<file path="config.mk">
export PLATFORM = sky130hd
export DESIGN_NAME = uart_tx_buf
export DESIGN_NICKNAME = d
export VERILOG_FILES = /design/src/rtl/uart_tx_buf.sv
export SDC_FILE = /design/constraint.sdc
export NUM_CORES = 1
export LEC_CHECK = 0
export BUFFER_PORTS_ARGS = -buffer_cell sky130_fd_sc_hd__buf_2
export CAP_MARGIN = 0
export CORE_MARGIN = 2
export CORE_UTILIZATION = 60
export DETAILED_ROUTE_END_ITERATION = 10
export PLACE_DENSITY = 0.75
export SLEW_MARGIN = 20
export SYNTH_ARGS = -nofsm -noshare
export SYNTH_HDL_FRONTEND = slang
export SYNTH_SLANG_ARGS = --single-unit
export TNS_END_PERCENT = 1
</file>
<file path="constraint.sdc">
create_clock -name clk -period 3.28 [get_ports clk]
set_input_delay 0.492 -clock clk [delete_from_list [all_inputs] [get_ports clk]]
set_output_delay 0.492 -clock clk [all_outputs]
set_load 0.01 [all_outputs]
</file>
<file path="src/rtl/uart_tx_buf.sv">
// Buffered 8N1 UART transmitter: a small byte FIFO drained back-to-back onto TX.
// Each bit is held BAUD_DIV clocks; frames follow one another with no idle gap.
module uart_tx_buf #(
  parameter int BAUD_DIV   = 2604,
  parameter int FIFO_DEPTH = 4
) (
  input  logic       clk,
  input  logic       rst,
  input  logic       trmt,
  input  logic [7:0] tx_data,
  output logic       TX,
  output logic       tx_done,
  output logic       busy,
  output logic       full,
  output logic       empty
);

  localparam int PW = $clog2(FIFO_DEPTH);
  localparam int CW = PW + 1;

  typedef enum logic {S_IDLE, S_TX} state_t;

  state_t          state_reg, state_next;
  logic [7:0]      mem [FIFO_DEPTH];
  logic [PW-1:0]   wr_ptr_reg, rd_ptr_reg;
  logic [CW-1:0]   count_reg, count_next;
  logic            full_reg, empty_reg;
  logic [8:0]      shift_reg;
  logic [11:0]     baud_cnt_reg;
  logic [3:0]      bit_cnt_reg;
  logic            tx_reg, tx_done_reg, busy_reg;

  logic            push, pop, load, bit_end, frame_end;

  always_comb begin
    push       = trmt && !full_reg;
    bit_end    = (state_reg == S_TX) && (baud_cnt_reg == 12'd0);
    frame_end  = bit_end && (bit_cnt_reg == 4'd9);
    // A new frame starts from IDLE or directly at the end of the previous stop bit.
    load       = !empty_reg && ((state_reg == S_IDLE) || frame_end);
    pop        = load;
    state_next = state_reg;
    if (load)
      state_next = S_TX;
    else if (frame_end)
      state_next = S_IDLE;
    count_next = count_reg;
    if (push && !pop)
      count_next = count_reg + CW'(1);
    else if (!push && pop)
      count_next = count_reg - CW'(1);
  end

  // Storage has no reset; a stale entry is unreachable once the pointers clear.
  always_ff @(posedge clk) begin
    if (push)
      mem[wr_ptr_reg] <= tx_data;
  end

  always_ff @(posedge clk) begin
    if (rst)
      state_reg <= S_IDLE;
    else
      state_reg <= state_next;
  end

  always_ff @(posedge clk) begin
    if (rst) begin
      wr_ptr_reg   <= '0;
      rd_ptr_reg   <= '0;
      count_reg    <= '0;
      full_reg     <= 1'b0;
      empty_reg    <= 1'b1;
      shift_reg    <= '1;
      baud_cnt_reg <= '0;
      bit_cnt_reg  <= '0;
      tx_reg       <= 1'b1;
      tx_done_reg  <= 1'b0;
      busy_reg     <= 1'b0;
    end else begin
      if (push)
        wr_ptr_reg <= wr_ptr_reg + PW'(1);
      if (pop)
        rd_ptr_reg <= rd_ptr_reg + PW'(1);
      count_reg <= count_next;
      full_reg  <= (count_next == CW'(FIFO_DEPTH));
      empty_reg <= (count_next == '0);

      if (load) begin
        shift_reg    <= {mem[rd_ptr_reg], 1'b0};
        baud_cnt_reg <= 12'(BAUD_DIV - 1);
        bit_cnt_reg  <= '0;
        tx_reg       <= 1'b0;
        busy_reg     <= 1'b1;
        tx_done_reg  <= 1'b0;
      end else if (frame_end) begin
        baud_cnt_reg <= 12'(BAUD_DIV - 1);
        bit_cnt_reg  <= bit_cnt_reg + 4'd1;
        tx_reg       <= 1'b1;
        busy_reg     <= 1'b0;
        tx_done_reg  <= 1'b1;
      end else if (bit_end) begin
        shift_reg    <= {1'b1, shift_reg[8:1]};
        tx_reg       <= shift_reg[1];
        baud_cnt_reg <= 12'(BAUD_DIV - 1);
        bit_cnt_reg  <= bit_cnt_reg + 4'd1;
      end else if (state_reg == S_TX) begin
        baud_cnt_reg <= baud_cnt_reg - 12'd1;
      end
    end
  end

  assign TX      = tx_reg;
  assign tx_done = tx_done_reg;
  assign busy    = busy_reg;
  assign full    = full_reg;
  assign empty   = empty_reg;

endmodule

</file>
==> flow_metrics.env <==
export IMPL_outcome="complete, no violations"
export IMPL_critPathCaptureType="flip-flop"
export IMPL_power_density_nw_per_um2=881
export IMPL_core_rowCount=26
export IMPL_cts_tree="built"
export IMPL_dpl_cell_area_um2=3170
export IMPL_layout_commonest_cell="nor2_1"
export IMPL_ctsHoldBuffers=0
export IMPL_antenna_found_initial=0
export IMPL_clock_sink_count=70
export IMPL_rrSetupSlack_ns=1.24
export IMPL_via_count=1781
export IMPL_final_antenna_net_count=0
export IMPL_largest_reg_flops=32
export IMPL_numPortBuffers=15
export IMPL_finish_net_count=285
export IMPL_drt_iter0_markers=92
export IMPL_fin_setup_tns_ns=0
export IMPL_synthFlopType="dfxtp_1"
export IMPL_rsz0062_at_grt="no"
export IMPL_power_total_mw=3.00
export IMPL_cp_arrival_ns=2.32
export IMPL_fp_dieArea_um2=5720
export IMPL_p_leak_nw=1.29
export IMPL_fillers=370
export IMPL_grt_pass1_vias=1756
export IMPL_pin_count=16
export IMPL_track_usage=0.194
export IMPL_hold_violations=0
export IMPL_synth_seq_cells=70
export IMPL_path_clk_slew_ns=0.08
export IMPL_cp_data_required_time_ns=3.56
export IMPL_post_route_drc_count=0
export IMPL_critPathLaunchType="flip-flop"
export IMPL_diodes=0
export IMPL_fin_skew_ns=0.0110
export IMPL_most_common_layout_cells="39 x nor2_1, 38 x dfxtp_1, 32 x edfxtp_1, 15 x buf_2"
export IMPL_final_min_clock_period_ns=2.04
export IMPL_drive_above_1_share=0.178
export IMPL_clock_latency_ns=0.35
export IMPL_max_freq_mhz=490
export IMPL_stdcell_count=339
export IMPL_syn_area_um2=3080
export IMPL_post_cts_repair_setup_buffers=0
export IMPL_dp_hpwl_um=3220
export IMPL_worstPathMaxFanout=18
export IMPL_crit_type="flip-flop to flip-flop"
export IMPL_ir_worst_vdd_mv=0.533
export IMPL_fin_area_um2=3400
export IMPL_holdPathStages=1
export IMPL_async_flop_share=0
export IMPL_max_slew_margin=0.517
export IMPL_cts_resized=0
export IMPL_hold_slack_ns=0.354
export IMPL_avgSynthCellArea_um2=12.2
export IMPL_core_area_um2=5040
export IMPL_die_x_um=75.6
export IMPL_grt_max_degree=28
export IMPL_synthCells=252
export IMPL_synth_fp_nets=273
export IMPL_setup_violations_final=0
export IMPL_synth_warnings=0
export IMPL_maxSlewViolCount=0
export IMPL_dr_pass1_iters=4
export IMPL_overflow=0
export IMPL_finalCritPeriodShare=0.623
export IMPL_clockRootBuffer="clkbuf_8"
export IMPL_clockBufferDepth=2
export IMPL_syn_to_final_growth_pct=10.4
export IMPL_routedWlPerCell_um=14.0
export IMPL_tightest_slew_ns=0.723
export IMPL_cts_htree_levels=3
export IMPL_viasPerCell=5.25
export IMPL_placedCellCount=323
export IMPL_reg2reg_depth=8
export IMPL_dieHeight_um=75.6
export IMPL_synth_edf_count=32
export IMPL_cts_made_buffers=9
export IMPL_synth_seq_area_share=0.559
export IMPL_maxCapViolCount=0
export IMPL_routed_wl_um=4750
export IMPL_hold_class="input pin to flip-flop"
export IMPL_start_util=0.611
export IMPL_grt_pass1_wl_um=8020
export IMPL_gp_congestion=0.823
export IMPL_yosys_cell_types_count=47
final timing paths:
path,startpoint,end
hold reg to reg,shift_reg[7],shift_reg[7]
setup reg to reg,bit_cnt_reg[1],baud_cnt_reg[10]
setup / recovery,bit_cnt_reg[1],baud_cnt_reg[10]
hold / removal,tx_data[2],mem[1][2]
power breakdown:
group,total (mW),internal [mW],switching [mW]
registers,1.31,1.10,0.211
logic,0.908,0.454,0.455
clock network,0.775,0.437,0.338
area by class of cell:
class	count	area [µm²]	share of cell area
inverters	8	30.0	0.00883
well taps	70	87.6	0.0258
repair buffers	16	82.6	0.0243
clock buffers	9	124	0.0364
multi-input cells	159	1250	0.368
clock inverters	7	103	0.0302
flip-flops and latches	70	1720	0.506
layer usage:
metal,up-vias,part of all wire,global-route usage
met5,-,0,0
met4,0,0.013,0.0819
met3,6,0.026,0.0675
met2,22,0.48,0.315
met1,829,0.48,0.239
li1,924,-,-
critical path: stages (launching register included):
cell      delay [ns]
dfxtp_1         0.37
inv_1           0.05
ha_1            0.19
nor4bb_1        0.15
a41oi_2         0.21
buf_4           0.31
nand2b_1        0.20
or2_1           0.36
nor2_1          0.13
per-stage QoR:
stage / worst slack [ns] / utilization
6_report: 1.24 / 0.674
5_1_grt: 1.04 / 0.674
4_1_cts: 1.22 / 0.674
3_5_place_dp: 1.22 / 0.630
3_3_place_gp: 1.29 / 0.630
2_1_floorplan: 1.44 / -
synth_stat cells (6+ instances only):
| library cell | count | area (µm²) |
|---|---|---|
| dfxtp_1 | 38 | 761 |
| mux2i_1 | 8 | 80.1 |
| xnor2_1 | 9 | 78.8 |
| nor3_1 | 6 | 30.0 |
| nor2_1 | 39 | 146 |
| nand2_1 | 11 | 41.3 |
| xor2_1 | 11 | 96.3 |
| mux4_2 | 8 | 180 |
| a211o_1 | 7 | 61.3 |
| inv_1 | 8 | 30.0 |
| ha_1 | 10 | 125 |
| edfxtp_1 | 32 | 961 |
| clkbuf_1 | 8 | 30.0 |
cells by family after synthesis:
group | after synthesis | share of synthesized area
simple gates | 85 | 0.148
flops | 70 | 0.559
compound gates | 27 | 0.0670
buf+inv | 23 | 0.0366
xor+xnor | 20 | 0.0569
mux | 17 | 0.0918
fa+ha+maj | 10 | 0.0406
Power figures use the tool's default switching activity.
